### config.mk
export PLATFORM = sky130hd
export DESIGN_NAME = mux4_rr_arbiter
export DESIGN_NICKNAME = d
export VERILOG_FILES = /design/src/rtl/mux4_arb_pkg.sv /design/src/rtl/rr_pick4.sv /design/src/rtl/mux4_rr_arbiter.sv
export SDC_FILE = /design/constraint.sdc
export NUM_CORES = 1
export LEC_CHECK = 0
export BUFFER_PORTS_ARGS = -buffer_cell sky130_fd_sc_hd__clkbuf_2
export CELL_PAD_IN_SITES_DETAIL_PLACEMENT = 2
export CELL_PAD_IN_SITES_GLOBAL_PLACEMENT = 2
export CORE_ASPECT_RATIO = 1.75
export CORE_MARGIN = 1
export CORE_UTILIZATION = 25
export CTS_BUF_LIST = sky130_fd_sc_hd__clkbuf_16
export CTS_CLUSTER_DIAMETER = 50
export CTS_CLUSTER_SIZE = 24
export DETAILED_ROUTE_END_ITERATION = 10
export GPL_TIMING_DRIVEN = 0
export HOLD_SLACK_MARGIN = 0.02
export MAX_ROUTING_LAYER = met4
export PLACE_DENSITY_LB_ADDON = 0.3
export SLEW_MARGIN = 5
export SYNTH_ARGS = -nofsm -noshare
export SYNTH_HDL_FRONTEND = slang
export SYNTH_SLANG_ARGS = --single-unit
### constraint.sdc
create_clock -name clk -period 2.4 [get_ports clk]
set_clock_uncertainty 0.2 [all_clocks]
set_input_delay 0.48 -clock clk [delete_from_list [all_inputs] [get_ports clk]]
set_output_delay 0.48 -clock clk [all_outputs]
set_load 0.05 [all_outputs]
### src/rtl/mux4_arb_pkg.sv
// Shared types and constants for the four-requester round-robin mux arbiter.
// Pure declarations: no latency and no flow control of its own.
package mux4_arb_pkg;

  localparam int NUM_REQ           = 4;
  localparam int DEFAULT_BURST_LEN = 4;

  typedef enum logic {
    IDLE  = 1'b0,
    GRANT = 1'b1
  } arb_state_e;

  // Round-robin pointer advance; the 2-bit add wraps requester 3 back to 0.
  function automatic logic [1:0] next_ptr(input logic [1:0] cur);
    return cur + 2'd1;
  endfunction

endpackage

### src/rtl/rr_pick4.sv
// Combinational round-robin picker: first set request scanning ptr, ptr+1, ... mod 4.
// Zero latency; no flow control (a pure function of its inputs).
module rr_pick4
  import mux4_arb_pkg::*;
(
  input  logic [NUM_REQ-1:0] req_i,
  input  logic [1:0]         ptr_i,
  output logic               any_o,
  output logic [1:0]         idx_o
);

  logic [1:0] cand;

  // Scanning from the farthest offset down lets the nearest hit overwrite the others.
  always_comb begin
    any_o = 1'b0;
    idx_o = ptr_i;
    cand  = ptr_i;
    for (int k = NUM_REQ - 1; k >= 0; k--) begin
      cand = ptr_i + 2'(k);
      if (req_i[cand]) begin
        any_o = 1'b1;
        idx_o = cand;
      end
    end
  end

endmodule

### src/rtl/mux4_rr_arbiter.sv
// Round-robin burst arbiter driving a 4:1 mux into one registered valid/ready output stage.
// Grant one cycle after request, data one cycle after transfer; out_ready low drops in_ready[sel] combinationally.
module mux4_rr_arbiter
  import mux4_arb_pkg::*;
#(
  parameter int WIDTH     = 16,
  parameter int SEL_WIDTH = 2,
  parameter int BURST_LEN = DEFAULT_BURST_LEN
) (
  input  logic                 clk,
  input  logic                 rst_n,
  input  logic [NUM_REQ-1:0]   in_valid,
  input  logic [WIDTH-1:0]     in_data0,
  input  logic [WIDTH-1:0]     in_data1,
  input  logic [WIDTH-1:0]     in_data2,
  input  logic [WIDTH-1:0]     in_data3,
  output logic [NUM_REQ-1:0]   in_ready,
  output logic                 out_valid,
  output logic [WIDTH-1:0]     out_data,
  input  logic                 out_ready,
  output logic [SEL_WIDTH-1:0] sel,
  output logic                 grant_active
);

  localparam int              CNT_W     = $clog2(BURST_LEN) + 1;
  localparam logic [CNT_W-1:0] LAST_BEAT = CNT_W'(BURST_LEN - 1);

  arb_state_e       state_q, state_d;
  logic [1:0]       ptr_q, ptr_d;
  logic [1:0]       sel_q, sel_d;
  logic [CNT_W-1:0] beat_cnt_q, beat_cnt_d;
  logic             out_valid_q, out_valid_d;
  logic [WIDTH-1:0] out_data_q, out_data_d;

  logic             pick_any;
  logic [1:0]       pick_idx;
  logic             out_free;
  logic             xfer;
  logic [WIDTH-1:0] mux_dat;

  rr_pick4 u_pick (
    .req_i (in_valid),
    .ptr_i (ptr_q),
    .any_o (pick_any),
    .idx_o (pick_idx)
  );

  always_comb begin
    case (sel_q)
      2'd0:    mux_dat = in_data0;
      2'd1:    mux_dat = in_data1;
      2'd2:    mux_dat = in_data2;
      default: mux_dat = in_data3;
    endcase
  end

  // The output register can take a beat if it is empty or being drained this cycle.
  assign out_free = !out_valid_q || out_ready;
  assign xfer     = (state_q == GRANT) && in_valid[sel_q] && out_free;

  always_comb begin
    in_ready = '0;
    if (state_q == GRANT && out_free) begin
      in_ready[sel_q] = 1'b1;
    end
  end

  always_comb begin
    state_d    = state_q;
    ptr_d      = ptr_q;
    sel_d      = sel_q;
    beat_cnt_d = beat_cnt_q;
    case (state_q)
      IDLE: begin
        if (pick_any) begin
          sel_d      = pick_idx;
          beat_cnt_d = '0;
          state_d    = GRANT;
        end
      end
      GRANT: begin
        if (!in_valid[sel_q]) begin
          state_d = IDLE;
          ptr_d   = next_ptr(sel_q);
        end else if (xfer) begin
          beat_cnt_d = beat_cnt_q + 1'b1;
          if (beat_cnt_q == LAST_BEAT) begin
            state_d = IDLE;
            ptr_d   = next_ptr(sel_q);
          end
        end
      end
      default: state_d = IDLE;
    endcase
  end

  always_comb begin
    out_valid_d = out_valid_q;
    out_data_d  = out_data_q;
    if (xfer) begin
      out_valid_d = 1'b1;
      out_data_d  = mux_dat;
    end else if (out_ready) begin
      out_valid_d = 1'b0;
    end
  end

  always_ff @(posedge clk or negedge rst_n) begin
    if (!rst_n) begin
      state_q    <= IDLE;
      ptr_q      <= 2'd0;
      sel_q      <= 2'd0;
      beat_cnt_q <= '0;
    end else begin
      state_q    <= state_d;
      ptr_q      <= ptr_d;
      sel_q      <= sel_d;
      beat_cnt_q <= beat_cnt_d;
    end
  end

  always_ff @(posedge clk or negedge rst_n) begin
    if (!rst_n) begin
      out_valid_q <= 1'b0;
      out_data_q  <= '0;
    end else begin
      out_valid_q <= out_valid_d;
      out_data_q  <= out_data_d;
    end
  end

  assign out_valid    = out_valid_q;
  assign out_data     = out_data_q;
  assign sel          = sel_q;
  assign grant_active = (state_q == GRANT);

endmodule

After elaboration in Yosys (flattened, before gate mapping)
Cells that the tools add are included.
Operators by class
  add/sub/neg operators: 5
  reduce and logical (&&, ||, !) cells: 11
  bitwise operators: 1
  eq/ne operators: 8
  multiplexer cells: 36
  $lt $le $gt $ge: 6
Operators by type and width (number)
  $pmux 16 s3: 1
  $mux 1: 16
  $lt 2x3->1 const B: 5
  $mux 2: 7
  $bmux 1 s2: 5
  $mux 3: 3
  $ne 2x1->1 const B: 3
  $pmux 3 s2: 1
  $reduce_and 3->1: 2
  $add 2x1->2 const B: 2
  $add 2x2->2 const B: 2
  $logic_and 1x1->1: 4
  $mux 4: 1
  $ne 2x2->1 const B: 2
  $add 3x1->3 const B: 1
  $eq 3x2->1 const B: 1
  $demux 1 s2: 1
  $eq 2x1->1 const B: 1
  $eq 2x2->1 const B: 1
  $ge 2x1->1 const B: 1
  $logic_not 2->1: 1
  $pmux 1 s2: 1
  $reduce_and 2->1: 1
  $reduce_bool 2->1: 1
  3 further kinds: 3
Storage, ports and cells
  word-level logic and storage cells: 73
  flip-flop bits (word level): 25
  input bits: 71
  output and inout bits: 24

Depth between registers and ports, before layout
Gate-level depths: netlist (run 1).
  depth in word-level cells: 9
  depth in mapped cells: 7

Modules after synthesis
From an unflattened synthesis (run 1), not the netlist that was laid out.
Unflattened totals
  cells, all modules: 173
  area total of the unflattened synthesis: 1560.2 um2
Modules (own cells, without submodules)
  mux4_rr_arbiter: cells an instance 157, instances 1, area an instance 1460.2 um2
  rr_pick4: cells an instance 16, instances 1, area an instance 100.1 um2

Worst setup path before layout (run 1)
OpenSTA, ideal clock, no wires.
  path kind: register to output
  start: register sel_q[0] (netlist: sel[0])
  end: output port in_ready[1]
  slack: -228 ps
  required time: 1720 ps
  cell stages (with the launch flop): 5
  path buffers: 2
  data arrival time: 1948 ps
  cells stage by stage: dfrtp_1 > ha_1 > clkbuf_1 > clkbuf_1 > and3_1
On the way
  longest elaborated chain between the ends: 5
  elaborated cells between the ends (all ways): 6
Ends and longest elaborated chain
  from (decl): line mux4_rr_arbiter.sv:30  | logic [1:0] sel_q, sel_d;
  from (signal assigned): line mux4_rr_arbiter.sv:117  | sel_q <= sel_d;
  $lt 2x3->1 (not written as such) / $ge 2x1->1 (equally long branches): line mux4_rr_arbiter.sv:64  | in_ready[sel_q] = 1'b1;
  $logic_and 1x1->1 (not written as such): line mux4_rr_arbiter.sv:64
  $mux 1 (not written as such): line mux4_rr_arbiter.sv:64
  $demux 1 s2 (*): line mux4_rr_arbiter.sv:64
  $mux 4 (*): line mux4_rr_arbiter.sv:63  | if (state_q == GRANT && out_free) begin
  to (decl): line mux4_rr_arbiter.sv:17  | output logic [NUM_REQ-1:0] in_ready,
Mark *: on every way between the ends. The rest lies on a longest branch, timed or not.

Final worst setup path (run 1)
  start: register sel_q[1] (netlist: sel[1])
  end: output port in_ready[1]
Same word-level chain as after synthesis.

==> flow_summary.toml, run 1 <==
[status]
status = "finished clean"

[sta]
period_share_pct = 95.67
fmax_ghz = 0.4355
rsz0062_at_grt = "false"
period_needed_ns = 2.296
setup_viol = 0
relSlewSlack_pct = 55.20
setup_ws_ns = 0.1040
fin_hold_ws_ns = 0.03714
worst_slew_pin_slew_ns = 0.6659
finalHoldViolCount = 0
slew_viol_final = 0

[routing]
vias_per_cell = 5.164
dr.pass1.iters = 4
drt_wl_total_mm = 6.249
post-route-drc-count = 0
antenna_left = 0
vias = 1797
wl_per_cell_um = 17.96
first_iter_violations = 106

[critical_path]
crit_path_end_kind = "primary output"
crit_required_ns = 1.72
slowest_delay_ns = 0.43
r2r_start = "sel[1]"
crit_buf_inv = 3
path_max_fanout = 10
cp_top_family = "buffers and inverters"
crit_start = "sel[1]"
crit_chain = "inv_2 -> ha_4 -> clkbuf_8 -> and3_2 -> clkbuf_4"
criticalPathCategory = "flip-flop to primary output"
slowest_stage = "dfrtp_2"
crit_path_start_kind = "flip-flop"
worstPathArrival_ns = 1.62

[clocking]
clk_pin_slew_ns = 0.07
cts_buffers = 3
clk_latency_ns = 0.26
cts_root_buf = "clkbuf_16"
clock_path_buffers = 2
cts_tree = "built"
cts.sinks = 25
htreeDepth = 1

[place]
portBuffers = 94
place_area_um2 = 2246
place.gp.congestion = 0.7273
pre_cts_slack_ns = -0.4999
dp_hpwl_mm = 4.849
dp.cells = 340

[synthesis]
synth_area_um2 = 1667
avgSynthCellArea_um2 = 10.16
synth_edf_count = 0
yosys_register_bits = 25
synthArstFlopShare_pct = 100.0
netlist_instances = 164
ys_seq_area_share_pct = 37.54
synth_top_flop_cell = "dfrtp_1"
yosys_warnings = 0
post_synth_num_cell_types = 38
synth_fp_nets = 242

[floorplanning]
dieArea_um2 = 7010
die_y_um = 110.0
initial_core_util_pct = 25.68
ioPinCount = 95
core-area_um2 = 6490
die_w_um = 63.72
rows = 39

[layout]
n_antenna_cell = 0
most-common-layout-cells = "91 x clkbuf_2, 23 x dfrtp_1, 21 x o21ai_0, 18 x nand2_1, 16 x a222oi_1"
finalCoreUtilization_pct = 37.67
fillers = 738
drive_gt1_share_pct = 54.51
layout_commonest_cell = "clkbuf_2"
syn_to_final_growth_pct = 46.70
nNetsFinal = 345
fin_area_um2 = 2445
instances_no_fill = 348

[global_route]
grt_max_degree = 26
antenna_found_initial = 0
grt_usage_pct = 19.12
grt_pass1_vias = 1952
grt_pass1_wl_mm = 9.894
gr-total-overflow = 0

[power]
power.density_nw_per_um2 = 1524
vdd_ir_drop_max_uv = 528.3
p_leak_nw = 1.221

[worst_hold_path]
hp-class = "primary input to asynchronous set/reset pin"

[job]
drv_cap = 0
-- cell usage after synthesis (3+ instances only) --
| cell type | n | area [um2] |
|---|---|---|
| nand2_1 | 18 | 67.56 |
| mux2_2 | 9 | 101.4 |
| and3_1 | 4 | 25.02 |
| dfrtp_1 | 25 | 625.6 |
| o21ai_0 | 21 | 105.1 |
| a222oi_1 | 16 | 160.2 |
| clkbuf_1 | 10 | 37.54 |
| nand2b_1 | 3 | 18.77 |
| ha_1 | 7 | 87.58 |
| inv_1 | 7 | 26.28 |
| nor3_1 | 3 | 15.01 |
| nor2b_1 | 4 | 25.02 |
| a21oi_1 | 3 | 15.01 |
| mux2_4 | 7 | 105.1 |
-- stage by stage --
step	setup TNS [ns]	power (mW)
after global placement	-1.834	3.103
after global routing	0	3.984
after CTS	0	3.706
final	0	3.727
after floorplan	0	2.516
after detailed placement	-2.493	3.166
-- what timing repair did --
| item | in CTS | in global routing |
|---|---|---|
| setup endpoints to repair | 14 | 4 |
| hold endpoints to repair | 0 | 0 |
| hold buffers | 0 | 0 |
| pin swaps | 0 | 2 |
| setup buffers | 1 | 7 |
| resized for setup | 20 | 0 |
-- layout make-up --
| type | count | area [um2] | area share (%) |
|---|---|---|---|
| multi-input combinational | 119 | 979.7 | 40.07 |
| buffer | 9 | 91.34 | 3.736 |
| tap | 82 | 102.6 | 4.197 |
| sequential | 25 | 628.1 | 25.69 |
| timing repair buffer | 102 | 538.0 | 22.01 |
| inverter | 7 | 26.28 | 1.075 |
| clock buffer | 3 | 75.07 | 3.071 |
| clock inverter | 1 | 3.754 | 0.1535 |
-- cells by family (layout without fill, tap and decap cells) --
kind of cell | after synthesis | in the layout | synth area share (%)
AOI/OAI and AO/OA | 50 | 50 | 22.07
adders and majority gates | 7 | 7 | 5.255
buffers and inverters | 20 | 122 | 6.157
DFF | 25 | 25 | 37.54
muxes | 19 | 19 | 14.94
and+or+nand+nor | 43 | 43 | 14.04
-- state kept, by name, indices dropped and copies added (netlist names) --
register / cells
beat_cnt_q: 3
grant_active: 1
out_data: 16
out_valid: 1
ptr_q: 2
sel: 2
-- per-layer routing --
metal	GRT usage (%)	part of all wire [%]
met1	18.77	37
met2	38.45	58
met3	2.366	3.6
met4	5.195	1.4
met5	-	0
-- path summary, 6_finish.rpt --
path	endpoint	slack, ns	depth (start not counted)
min	out_data[3]	0.04	1
max	in_ready[1]	0.10	5
min reg2reg	beat_cnt_q[0]	0.29	1
max reg2reg	out_data[12]	0.20	5
max in group asynchronous	sel[0]	1.48	1
min in group clk	beat_cnt_q[0]	0.29	1
-- power by group --
group	internal (mW)	leakage, nW	switching, mW	total [mW]
clock	0.223	0.0423	0.153	0.377
combinational	1.00	0.872	1.56	2.57
sequential	0.635	0.306	0.149	0.784
total	1.86	1.22	1.86	3.73
Note: power is estimated with default switching activity, not from simulation.
==> run 2: changes to the inputs <==
Settings changed: GPL_TIMING_DRIVEN 0 to unset.
==> run 2 against run 1 <==
Cell area is 6.4% lower. Power is 7.9% lower. Non-clock buffer count is 12 lower. Combinational power is 14% lower. Worst setup slack better by 0.022 ns. Clock power is 2% lower. Utilization is 2.4 points lower. Final cell count is 3.4% lower.
==> flow_summary.toml, run 2 (synthesized netlist as in run 1, its figures left out) <==
[status]
status = "finished clean"

[place]
dp_hpwl_mm = 4.677
place.gp.congestion = 0.7543
portBuffers = 94

[global_route]
grt_usage_pct = 17.98
grt_max_degree = 33
gr-total-overflow = 0
grt_pass1_vias = 1892
grt_pass1_wl_mm = 9.418
antenna_found_initial = 0

[critical_path]
r2r_start = "sel[0]"
rr_endpoint = "out_data[14]"
slowest_stage = "dfrtp_2"
cp.depth = 4
crit_chain = "inv_1 -> ha_2 -> and3_2 -> clkbuf_2"
crit_buf_inv = 2
crit_start = "sel[1]"
r2r_slack_ns = 0.23
worstPathArrival_ns = 1.59
cp_top_family = "flip-flops"
path_max_fanout = 7
crit_path_end_kind = "primary output"
crit_end = "in_ready[1]"
slowest_delay_ns = 0.47
crit_required_ns = 1.72
rr_worst_depth = 6
crit_path_start_kind = "flip-flop"
criticalPathCategory = "flip-flop to primary output"

[routing]
first_iter_violations = 80
dr.pass1.iters = 4
wl_per_cell_um = 17.65
antenna_left = 0
drt_wl_total_mm = 5.930
vias = 1733
vias_per_cell = 5.158
post-route-drc-count = 0

[floorplanning]
dieArea_um2 = 7010
rows = 39
ioPinCount = 95
core-area_um2 = 6490
initial_core_util_pct = 25.68
die_y_um = 110.0
die_w_um = 63.72

[sta]
fin_hold_ws_ns = 0.04718
rsz0062_at_grt = "false"
fmax_ghz = 0.4397
period_share_pct = 94.77
final.setup.tns_ns = 0
relSlewSlack_pct = 55.48
period_needed_ns = 2.274
finalHoldViolCount = 0
slew_viol_final = 0
setup_viol = 0
worst_slew_pin_slew_ns = 0.6678

[layout]
largest_reg_flops = 16
nNetsFinal = 333
most-common-layout-cells = "94 x clkbuf_2, 23 x dfrtp_1, 21 x o21ai_0, 18 x nand2_1, 16 x a222oi_1"
drive_gt1_share_pct = 51.97
syn_to_final_growth_pct = 37.31
multi_input_area_um2 = 944.7
final-seq-area_um2 = 628.1
fillers = 753
n_antenna_cell = 0
layout_commonest_cell = "clkbuf_2"

[clocking]
htreeDepth = 1
clk_latency_ns = 0.26
cts_root_buf = "clkbuf_16"
clk_pin_slew_ns = 0.07
cts.sinks = 25
clock_path_buffers = 2
ctsHoldBuffers = 0
cts_tree = "built"
cts_buffers = 3

[power]
intPower_mw = 1.654
pwr-share-clk_pct = 10.8
p_sw_mw = 1.781
p_comb_share_pct = 64.5
vdd_ir_drop_max_uv = 498.3
power_switching_share_pct = 51.85
p_leak_nw = 1.159
power_frac_seq_pct = 24.7
power.density_nw_per_um2 = 1501

[worst_hold_path]
hp-class = "primary input to asynchronous set/reset pin"

[job]
drv_cap = 0
[run 2: through the flow]
stage	instance area (um2)	instances	worst slack, ns	utilization, %	total power [mW]
final	2288	336	0.1255	35.26	3.434
after floorplan	1673	164	0.02029	-	2.516
after detailed placement	2207	332	0.1723	34.01	3.095
after global placement	2207	332	0.2029	34.01	3.038
after global routing	2288	336	0.06363	35.26	3.683
after CTS	2286	336	0.04890	35.22	3.490
[run 2: routing by layer]
metal	global-route usage (%)	share of wire [%]	wire (um)
met3	2.160	4.0	240
met2	36.93	60	3534
met4	3.409	0.86	51
met5	-	0	0
met1	17.59	35	2105
[run 2: layout make-up]
type                            count  share of cell area [%]
Tap cell                           82                   4.483
Multi-Input combinational cell    119                   41.28
Clock buffer                        3                   3.280
Sequential cell                    25                   27.45
Clock inverter                      1                  0.1640
Inverter                            7                   1.148
Timing Repair Buffer               99                   22.20
[run 2: worst min path at each step]
stage / from / endpoint / slack [ns]
floorplan: rst_n / beat_cnt_q[0] / -0.02
global route: rst_n / out_data[3] / 0.1
global placement: beat_cnt_q[0] / beat_cnt_q[0] / 0.29
detailed placement: out_data[5] / out_data[5] / 0.30
finish: rst_n / out_data[4] / 0.05
CTS: rst_n / out_data[3] / 0.08
[run 2: power by group through the flow]
stage / clock (mW) / combinational [mW] / sequential [mW]
after detailed placement: 0 / 2.24 / 0.855
final: 0.370 / 2.22 / 0.848
after global placement: 0 / 2.19 / 0.843
after CTS: 0.382 / 2.26 / 0.852
after global routing: 0.394 / 2.40 / 0.885
after floorplan: 0 / 1.18 / 1.34
[run 2: what timing repair did]
item	4_1_cts	5_1_grt
setup endpoints to repair	0	1
buffers inserted	0	0
resized for setup	0	1
